File: src/rtl/usb_read_arbiter.sv
// Round-robin read-lock arbiter that hands the USB read port to one requester at a time.
// Optional grant watchdog is compiled in with `define USB_ARB_TIMEOUT_EN.
module usb_read_arbiter #(
    parameter int pREQUESTERS = 4,
    parameter int pDATA_WIDTH = 8,
    parameter int pTIMEOUT    = 1024
) (
    input  logic                                   clk_usb,
    input  logic                                   reset,
    input  logic [pREQUESTERS-1:0]                 req,
    input  logic                                   rd_strobe,
    input  logic [pREQUESTERS*pDATA_WIDTH-1:0]     data_in,
    input  logic                                   clear_timeout,
    output logic [pREQUESTERS-1:0]                 grant,
    output logic [$clog2(pREQUESTERS > 1 ? pREQUESTERS : 2)-1:0] owner,
    output logic                                   busy,
    output logic [pREQUESTERS-1:0]                 rd_strobe_out,
    output logic [pDATA_WIDTH-1:0]                 data_out,
    output logic                                   timeout_flag
);

    localparam int N  = pREQUESTERS;
    localparam int OW = $clog2(pREQUESTERS > 1 ? pREQUESTERS : 2);

    typedef enum logic [1:0] {
        S_IDLE  = 2'd0,
        S_GRANT = 2'd1,
        S_TURN  = 2'd2
    } state_t;

    state_t          state_q;
    logic [N-1:0]    grant_q;
    logic [OW-1:0]   owner_q;
    logic [OW-1:0]   last_owner_q;

    logic [N-1:0]    elig;
    logic            found;
    logic [OW-1:0]   pick;
    logic [N-1:0]    pick_oh;

`ifdef USB_ARB_TIMEOUT_EN
    localparam int TW = $clog2(pTIMEOUT + 1);

    logic [TW-1:0]   tmr_q;
    logic [N-1:0]    revoke_q;
    logic            timeout_flag_q;

    // A revoked requester stays out until it has dropped req for an edge.
    assign elig         = req & ~revoke_q;
    assign timeout_flag = timeout_flag_q;
`else
    logic            unused_cfg;

    assign elig         = req;
    assign timeout_flag = 1'b0;
    assign unused_cfg   = clear_timeout ^ (pTIMEOUT == 0);
`endif

    // First eligible requester after the last owner, wrapping.
    always_comb begin
        found   = 1'b0;
        pick    = '0;
        pick_oh = '0;
        for (int k = 1; k <= N; k++) begin
            if (!found && elig[(int'(last_owner_q) + k) % N]) begin
                found                                 = 1'b1;
                pick                                  = OW'((int'(last_owner_q) + k) % N);
                pick_oh[(int'(last_owner_q) + k) % N] = 1'b1;
            end
        end
    end

    always_ff @(posedge clk_usb or posedge reset) begin
        if (reset) begin
            state_q        <= S_IDLE;
            grant_q        <= '0;
            owner_q        <= '0;
            last_owner_q   <= OW'(N - 1);
`ifdef USB_ARB_TIMEOUT_EN
            tmr_q          <= '0;
            revoke_q       <= '0;
            timeout_flag_q <= 1'b0;
`endif
        end else begin
`ifdef USB_ARB_TIMEOUT_EN
            revoke_q <= revoke_q & req;
            if (clear_timeout) begin
                timeout_flag_q <= 1'b0;
            end
`endif
            case (state_q)
                S_IDLE: begin
                    if (found) begin
                        grant_q <= pick_oh;
                        owner_q <= pick;
                        state_q <= S_GRANT;
`ifdef USB_ARB_TIMEOUT_EN
                        tmr_q   <= '0;
`endif
                    end
                end
                S_GRANT: begin
                    if (!req[owner_q]) begin
                        grant_q      <= '0;
                        last_owner_q <= owner_q;
                        state_q      <= S_TURN;
`ifdef USB_ARB_TIMEOUT_EN
                    end else if (tmr_q == TW'(pTIMEOUT - 1)) begin
                        // Set wins over a coincident clear_timeout.
                        grant_q        <= '0;
                        last_owner_q   <= owner_q;
                        state_q        <= S_TURN;
                        revoke_q       <= (revoke_q & req) | grant_q;
                        timeout_flag_q <= 1'b1;
                    end else begin
                        tmr_q <= tmr_q + 1'b1;
`endif
                    end
                end
                S_TURN: begin
                    state_q <= S_IDLE;
                end
                default: begin
                    state_q <= S_IDLE;
                    grant_q <= '0;
                end
            endcase
        end
    end

    assign grant         = grant_q;
    assign owner         = owner_q;
    assign busy          = |grant_q;
    assign rd_strobe_out = grant_q & {N{rd_strobe}};
    assign data_out      = busy ? data_in[int'(owner_q)*pDATA_WIDTH +: pDATA_WIDTH] : '0;

endmodule

File: config.mk
export PLATFORM = sky130hd
export DESIGN_NAME = usb_read_arbiter
export DESIGN_NICKNAME = d
export VERILOG_FILES = /design/src/rtl/usb_read_arbiter.sv
export SDC_FILE = /design/constraint.sdc
export NUM_CORES = 1
export LEC_CHECK = 0
export CAP_MARGIN = 30
export CORE_MARGIN = 1
export CORE_UTILIZATION = 36
export DETAILED_ROUTE_END_ITERATION = 10
export GPL_ROUTABILITY_DRIVEN = 0
export HOLD_SLACK_MARGIN = 0.15
export PLACE_DENSITY = 0.79
export REMOVE_ABC_BUFFERS = 1
export SLEW_MARGIN = 15
export SYNTH_ARGS = -nofsm -noshare
export SYNTH_HDL_FRONTEND = slang
export SYNTH_SLANG_ARGS = --single-unit
File: constraint.sdc
create_clock -name clk_usb -period 2.6 [get_ports clk_usb]
set_input_delay 0.52 -clock clk_usb [delete_from_list [all_inputs] [get_ports clk_usb]]
set_output_delay 0.52 -clock clk_usb [all_outputs]
set_load 0.005 [all_outputs]
# [Word level (Yosys, flattened, before mapping)]
# Cells that the tools add are included.
# W data, S select, Z words.
[op_classes] addsub=4 n_lt_le_gt_ge=9 eq_ne=4 n_shift=1 mux=41 bitwise_logic=10 reduce_logical=20
[ops] cell="$shiftx A32 B6 Y8" count=1
[ops] cell="$mux W4" count=6
[ops] cell="$mux W1" count=17
[ops] cell="$lt A3 B4 Y1 const B" count=4
[ops] cell="$ge A3 B1 Y1 const B" count=4
[ops] cell="$mux W2" count=6
[ops] cell="$or A4 B4 Y4" count=3
[ops] cell="$pmux W4 S3" count=1
[ops] cell="$bmux W1 S2" count=5
[ops] cell="$demux W1 S2" count=4
[ops] cell="$mux W8" count=1
[ops] cell="$reduce_or A2 Y1" count=4
[ops] cell="$logic_and A1 B1 Y1" count=7
[ops] cell="$reduce_and A2 Y1" count=3
[ops] cell="$add A2 B1 Y2 const B" count=2
[ops] cell="$add A2 B2 Y2 const B" count=2
[ops] cell="$and A1 B1 Y1 const A" count=4
[ops] cell="$and A4 B4 Y4" count=1
[ops] cell="$ne A2 B2 Y1 const B" count=2
[ops] cell="$pmux W2 S2" count=1
[ops] cell="$reduce_or A4 Y1" count=1
[ops] cell="$logic_not A1 Y1" count=3
[ops] cell="$lt A2 B3 Y1 const B" count=1
[ops] cell="$reduce_and A3 Y1" count=1
[ops] cell="other kinds (4)" count=5
[totals] register_bits=10 inputBits=40 output_inout_bits=20 elab_cells=93

# [Longest topological paths before layout]
# Gate-level depths: netlist of run 1.
[depth] ltp_word=18 depth_mapped=9 ltp_nobuf=7

# [Worst setup path after synthesis of run 1]
# No wires, ideal clock.
[synth_path] kind="register to register" start="reg last_owner_q[0]" end="reg grant_q[2], in the netlist grant[2]" setup_time_ps=126 t_arrival_ps=2293 path_slack_ps=181 stages_incl_launch_ff=9 path_cell_list="dfstp_2 > buf_2 > inv_1 > ha_1 > clkbuf_1 > mux4_2 > o21ai_1 > a31oi_1 > a221o_1"
[synth_via] elab_chain_cells=16 elab_cells_between_ends=65
[synth_lines] element="from (decl)" line_no="34" source="logic [OW-1:0] last_owner_q;"
[synth_lines] element="from (signal assigned)" line_no="78" source="last_owner_q <= OW'(N - 1);"
[synth_lines] element="from (signal assigned)" line_no="105" source="last_owner_q <= owner_q;"
[synth_lines] element="$add A2 B1 Y2" line_no="65, 68"
[synth_lines] element="$reduce_or A2 Y1 (no line) or $bmux W1 S2 (tied branches)"
[synth_lines] element="$and A1 B1 Y1 (no line) or $mux W1 (tied branches)"
[synth_lines] element="$lt A3 B4 Y1 (not written as such), or another cell as far along" line_no="68" source="pick_oh[(int'(last_owner_q) + k) % N] = 1'b1;"
[synth_lines] element="$logic_and A1 B1 Y1 (not written as such) or $mux W1 (tied branches)" line_no="68, 65"
[synth_lines] element="$mux W1 (not written as such) or $logic_not A1 Y1 (tied branches)" line_no="68, 65"
[synth_lines] element="$demux W1 S2 or $logic_and A1 B1 Y1 (tied branches)" line_no="68, 65"
[synth_lines] element="$mux W4 or $mux W1 (tied branches)" line_no="65" source="if (!found && elig[(int'(last_owner_q) + k) % N]) begin"
[synth_lines] element="$or A4 B4 Y4 (no line) or $logic_not A1 Y1 (tied branches)"
[synth_lines] element="$mux W4 or $logic_and A1 B1 Y1 (tied branches)" line_no="65"
[synth_lines] element="$or A4 B4 Y4 (no line) or $mux W1 (tied branches)"
[synth_lines] element="$mux W4 or $logic_not A1 Y1 (tied branches)" line_no="65"
[synth_lines] element="$or A4 B4 Y4 (no line) or $logic_and A1 B1 Y1 (tied branches)"
[synth_lines] element="$mux W4 or $mux W1 (tied branches)" line_no="65"
[synth_lines] element="$mux W4 or $ne A2 B2 Y1 (tied branches)"
[synth_lines] element="$pmux W4 S3 or $reduce_and A3 Y1 (tied branches)"
[synth_lines] element="to (signal assigned)" line_no="94" source="grant_q <= pick_oh;"
[synth_lines] element="to (decl)" line_no="32" source="logic [N-1:0] grant_q;"
# Several ways; a longest one is shown, not always the timed one. The select of a mux whose other input is x is not followed.
# A chain may end at the register's enable or synchronous reset.

# [Final worst setup path of run 1]
[layout_path] start="in data_in[25]" end="out data_out[1]"
[layout_via] elab_chain_cells=2
[layout_lines] element="from (decl)" line_no="12" source="input logic [pREQUESTERS*pDATA_WIDTH-1:0] data_in,"
[layout_lines] element="$shiftx A32 B6 Y8" line_no="135" source="assign data_out = busy ? data_in[int'(owner_q)*pDATA_WIDTH +: pDATA_WIDTH] : '0;"
[layout_lines] element="$mux W8" line_no="135"
[layout_lines] element="to (decl)" line_no="18" source="output logic [pDATA_WIDTH-1:0] data_out,"
# No other way between the ends.

==> metrics.yaml, run 1 <==
synth_most_common_cell: "o21ai_0"
placed_cells: 229
total_power_mw: 1.81
cp-end-kind: "output port"
timing.fmax_mhz: 400
internal_power_mw: 1.09
globalRoute.totalOverflow: 0
fin_util: 0.602
worstSetupPathType: "input pin to output port"
grt_setup_unrepaired: "false"
path_clk_slew_ps: 60
finalMaxSlewViolations: 0
cts_tree: "yes"
synthCells: 130
maxCapViolCount: 0
comb_power_share: 0.726
clkPwrFrac: 0.075
clock_skew_ps: 4.16
fin_crit_sh: 0.961
area_growth_pct: 56.1
cts_root_buf: "clkbuf_4"
stdcell_count: 233
period_needed_ps: 2500
drt-total-wl_mm: 3.33
drt_iter0_drc: 30
p_sw_uw: 729
die_area_um2: 3560
start_util: 0.385
numCtsBuffers: 3
worst_pin_slew_ps: 536
r2r-start: "last_owner_q[1]$_DFFE_PP1P_"
slew-limit-headroom: 0.640
preCtsSetupSlack_ps: 99.3
status: "finished clean"
pwr_density_cell_nw_per_um2: 972
cts_setup_buffers: 0
finalSetupViolations: 0
via_count: 1282
fin_area_um2: 1870
syn-cell-area_um2: 1200
dpl.hpwl_mm: 2.79
fillers: 292
avgViaCountPerCell: 5.50
die_y_um: 59.6
setup_tns_ps: 0
insertion_delay_ps: 270
synth_area_leaders: "mux4_2, dfrtp_1, ha_1"
grt_pass1_wl_mm: 5.06
postSynthRegisterBits: 10
cts_resized: 1
yosys_warnings: 0
start_kind: "input pin"
dr.pass1.iters: 4
rows: 20
synthTopCellsByCount: "o21ai_0, mux4_2, nor2b_1"
nNetsFinal: 238
crit_required_ps: 2080
yosysSeqAreaShare: 0.211
drcViolationCount: 0
core_area_um2: 3100
cts-htree-levels: 1
vdd_drop_max_mv: 0.444
ys_async_sr_fraction: 1.00
power_leakage_nw: 0.727
ctsHoldBuffers: 0
synth_edf_count: 0
cp.arrival_ps: 1980
synth_top_area_frac: 0.188
yosys_most_used_dff: "dfrtp_1"
path_max_fanout: 1
crit_path_start: "data_in[25]"
hold_class: "input pin to async pin"
avgSynthCellArea_um2: 9.20
ios: 60
hold_viol: 0
grt_pass1_vias: 1177
fin_ws_ps: 102
p_seq_frac: 0.199
antenna_found_initial: 0
whs_ps: 508
track_usage: 0.186
cts_max_path_buffers: 2
diodes: 0
port_buffers: 57
postRouteAntennaNets: 0
grt_max_degree: 19
p_sw_frac: 0.402
cts_sinks: 10
placed_area_um2: 1830
yosysUniqueCellTypes: 38
wire_per_inst_um: 14.3
synth_top_area_cell: "mux4_2"
die_x_um: 59.6
drive_above_1_share: 0.153
## cells by family (layout without fill, tap and decap cells)
logic type,Yosys count,in the layout,share of synthesized area
flip-flops,10,10,0.211
buffers and inverters,17,76,0.0628
other,1,1,0.00314
multiplexers,15,15,0.232
AO/OA/AOI/OAI,37,37,0.199
AND/OR/NAND/NOR,42,42,0.208
adder cells (fa/ha/maj),8,8,0.0837
## cell type report
| type | instances | area (um^2) | share of cell area |
|---|---|---|---|
| inverter | 8 | 30.0 | 0.0161 |
| sequential | 10 | 254 | 0.136 |
| multi-input combinational | 103 | 868 | 0.465 |
| timing repair buffer | 64 | 623 | 0.334 |
| clock buffer | 4 | 36.3 | 0.0194 |
| tap | 44 | 55.1 | 0.0295 |
## flip-flops by register name, indices dropped and copies added, names as in the netlist
signal        cells
grant             4
last_owner_q      2
owner             2
state_q           2
## worst max-delay path, cell delays in order
cell	delay, ps
clkdlybuf4s50_1	390
mux4_2	480
nor2b_1	150
clkdlybuf4s50_1	440
## power by group through the flow
stage | clock network, mW | logic (mW) | registers (mW)
2_1_floorplan | 0 | 0.715 | 0.379
3_3_place_gp | 0 | 1.27 | 0.359
3_5_place_dp | 0 | 1.32 | 0.364
4_1_cts | 0.140 | 1.32 | 0.363
5_1_grt | 0.146 | 1.44 | 0.380
6_report | 0.137 | 1.32 | 0.361
## placed cells by master, fill, tap and decap left out, drive strengths merged, types with 3 or more instances in the layout
master          n
clkbuf          4
o211ai          4
a221o           4
mux4           10
o21ai          16
inv             8
ha              8
nor2            5
a21oi           4
clkdlybuf4s50  57
buf             7
nor3b           3
nor2b           9
nand2           6
mux2i           3
and2            7
a31oi           4
dfrtp           8
## path summary, 6_finish.rpt
path	to	slack, ps	cells past startpoint
max	data_out[1]	100	4
min	owner[1]$_DFFE_PP0P_	510	2
max reg2reg	grant[2]$_DFFE_PP0P_	490	7
min reg2reg	state_q[1]$_DFFE_PP0P_	560	1
max in group asynchronous	last_owner_q[0]$_DFFE_PP1P_	1800	2
min in group clk_usb	state_q[1]$_DFFE_PP0P_	560	1
## layer usage
layer  GRT usage  part of all wire  vias up  routed length [um]
li1            -                 -      607                   -
met5           0                 0        -                   0
met4      0.0897             0.017        0                  57
met3      0.0459              0.11        6                 372
met2       0.333              0.48       64                1590
met1       0.202              0.39      605                1310
(Power assumes the default switching activity.)
==> run 2: changes to the inputs <==
--- a/config.mk
+++ b/config.mk
@@ -13,6 +13,7 @@
 export HOLD_SLACK_MARGIN = 0.15
 export PLACE_DENSITY = 0.79
 export REMOVE_ABC_BUFFERS = 1
+export SETUP_SLACK_MARGIN = 0.1
 export SLEW_MARGIN = 15
 export SYNTH_ARGS = -nofsm -noshare
 export SYNTH_HDL_FRONTEND = slang
==> constraint.sdc (replaced) <==
create_clock -name clk_usb -period 2.08 [get_ports clk_usb]
set_input_delay 0.416 -clock clk_usb [delete_from_list [all_inputs] [get_ports clk_usb]]
set_output_delay 0.416 -clock clk_usb [all_outputs]
set_load 0.005 [all_outputs]
==> run 2 against run 1 <==
  * Clock-buffer cell count shrank 1
  * Critical endpoint is now data_out[3]
  * Largest cell class unchanged
  * Critical path depth grew 1
  * First-iteration DRC count grew 10%
  * Global-route usage grew 5.4 points
  * Critical path type is now register to output port
  * Largest power group unchanged
  * Final area grew 12%
  * Worst hold slack lost 93 ps
  * Sequential power grew 17%
==> metrics.yaml, run 2 (synthesized netlist as in run 1, its figures left out) <==
timing.fmax_mhz: 481
diodes: 0  # unchanged
drt-total-wl_mm: 4.10  # was 3.33 mm
grt_pass1_vias: 1343  # was 1177
nNetsFinal: 259  # was 238
largest_reg_flops: 4  # unchanged
total_power_mw: 2.69  # was 1.81 mW
via_count: 1394  # was 1282
pwr_density_cell_nw_per_um2: 1280  # was 972 nW/um^2
whs_ps: 415  # was 508 ps
crit_required_ps: 1660  # was 2080 ps
crit_family: "multiplexers"  # was buffers and inverters
die_area_um2: 3560  # unchanged
grt_setup_unrepaired: "true"  # was false
drcViolationCount: 0  # unchanged
cpMaxStageDelayCell: "mux4_2"  # unchanged
fin_util: 0.677  # was 0.602
globalRoute.totalOverflow: 0  # unchanged
cts_sinks: 10  # unchanged
cts_tree: "yes"  # unchanged
status: "finished clean"  # unchanged
finalMaxSlewViolations: 0  # unchanged
area_growth_pct: 75.5  # was 56.1%
port_buffers: 57  # unchanged
dpl.hpwl_mm: 2.98  # was 2.79 mm
cp.buffers_inverters: 3  # was 2
drive_above_1_share: 0.335  # was 0.153
dr.pass1.iters: 4  # unchanged
insertion_delay_ps: 260  # was 270 ps
cp-end-kind: "output port"  # unchanged
vdd_drop_max_mv: 0.662  # was 0.444 mV
maxCapViolCount: 0  # unchanged
antenna_found_initial: 0  # unchanged
placed_cells: 241  # was 229
stdcell_count: 253  # was 233
path_max_fanout: 4  # was 1
crit_path_max_incr_delay_ps: 500  # was 480 ps
hold_viol: 0  # unchanged
wire_per_inst_um: 16.2  # was 14.3 um
avgViaCountPerCell: 5.51  # was 5.50
rows: 20  # unchanged
ctsHoldBuffers: 0  # unchanged
clock_skew_ps: 0.439  # was 4.16 ps
finalSetupViolations: 0  # unchanged
die_x_um: 59.6  # unchanged
worstSetupPathType: "register to output port"  # was input pin to output port
start_util: 0.385  # unchanged
grt_pass1_wl_mm: 6.27  # was 5.06 mm
path_clk_slew_ps: 50  # was 60 ps
hold_class: "input pin to async pin"  # unchanged
start_kind: "register"  # was input pin
ios: 60  # unchanged
cts_max_path_buffers: 2  # unchanged
fin_crit_sh: 1.00
cp_cell_sequence: "buf_12, buf_6, mux4_2, nor2b_1, buf_2"  # was clkdlybuf4s50_1, mux4_2, nor2b_1, clkdlybuf4s50_1
track_usage: 0.240  # was 0.186
drt_iter0_drc: 33  # was 30
power_leakage_nw: 0.887  # was 0.727 nW
cts_root_buf: "clkbuf_4"  # unchanged
period_needed_ps: 2080
final_cell_mix: "clkdlybuf4s50_1, buf_4, mux4_2"  # was clkdlybuf4s50_1, o21ai_0, mux4_2
grt_max_degree: 19  # unchanged
cp.arrival_ps: 1660  # was 1980 ps
setup_tns_ps: 0  # unchanged
postRouteAntennaNets: 0  # unchanged
numCtsBuffers: 3  # unchanged
cts-htree-levels: 1  # unchanged
layout_commonest_cell: "clkdlybuf4s50_1"  # unchanged
core_area_um2: 3100  # unchanged
die_y_um: 59.6  # unchanged
==> run 2: changes by cell type in the layout (fill, tap and decap cells not counted), sizes merged <==
cell,change
buf,+28
clkdlybuf4s50,-13
dlygate4sd2,+2
dlymetal6s2s,+3
==> run 2: path summary, 6_finish.rpt <==
check,depth (start not counted),slack [ps],end,from
setup / recovery,5,0.5,data_out[3],owner[0]$_DFFE_PP0P_
hold / removal,2,420,state_q[1]$_DFFE_PP0P_,reset
setup reg to reg,7,140,grant[0]$_DFFE_PP0P_,last_owner_q[0]$_DFFE_PP1P_
hold reg to reg,1,560,state_q[1]$_DFFE_PP0P_,state_q[1]$_DFFE_PP0P_
max in group asynchronous,2,1370,last_owner_q[1]$_DFFE_PP1P_,reset
min in group clk_usb,1,560,state_q[1]$_DFFE_PP0P_,state_q[1]$_DFFE_PP0P_
==> run 2: worst register-to-register path: cells and delay by family (launching register included) <==
kind / cells / cell delay, ps
flops: 1 / 560
compound gates: 3 / 610
fa+ha+maj: 1 / 300
buf+inv: 1 / 60
mux: 1 / 230
simple gates: 1 / 80
==> run 2: report_power, final <==
part	internal, mW	switching (mW)
logic	1.23	0.910
registers	0.303	0.119
clock network	0.0662	0.0562
total	1.60	1.09
==> run 2: area by class of cell <==
class                      instances  area [um^2]
clock buffer                       3         22.5
multi-input combinational        103          922
inverter                           8         30.0
timing repair buffer              85          815
fill                             259         1000
tap                               44         55.1
sequential                        10          255
==> run 2: through the flow <==
stage	cell area [um^2]	worst slack, ps
after floorplan	1150	-136
after global placement	1930	-207
after detailed placement	1930	-218
after CTS	2040	-9.06
after global routing	2100	-37.3
final	2100	0.475
==> run 2: routing by layer <==
layer / vias to the layer above / routed length, um / GRT usage
met3: 2 / 458 / 0.0655
met4: 0 / 14 / 0.0864
met1: 662 / 1530 / 0.259
met2: 79 / 2090 / 0.441
met5: - / 0 / 0
li1: 651 / - / -
==> run 2: repair_timing <==
action	in CTS	in global routing
cloned	1	0
pin swaps	1	6
resized for setup	41	22
endpoints found under the setup margin	16	16
endpoints found under the hold margin	0	0
buffers inserted	7	1
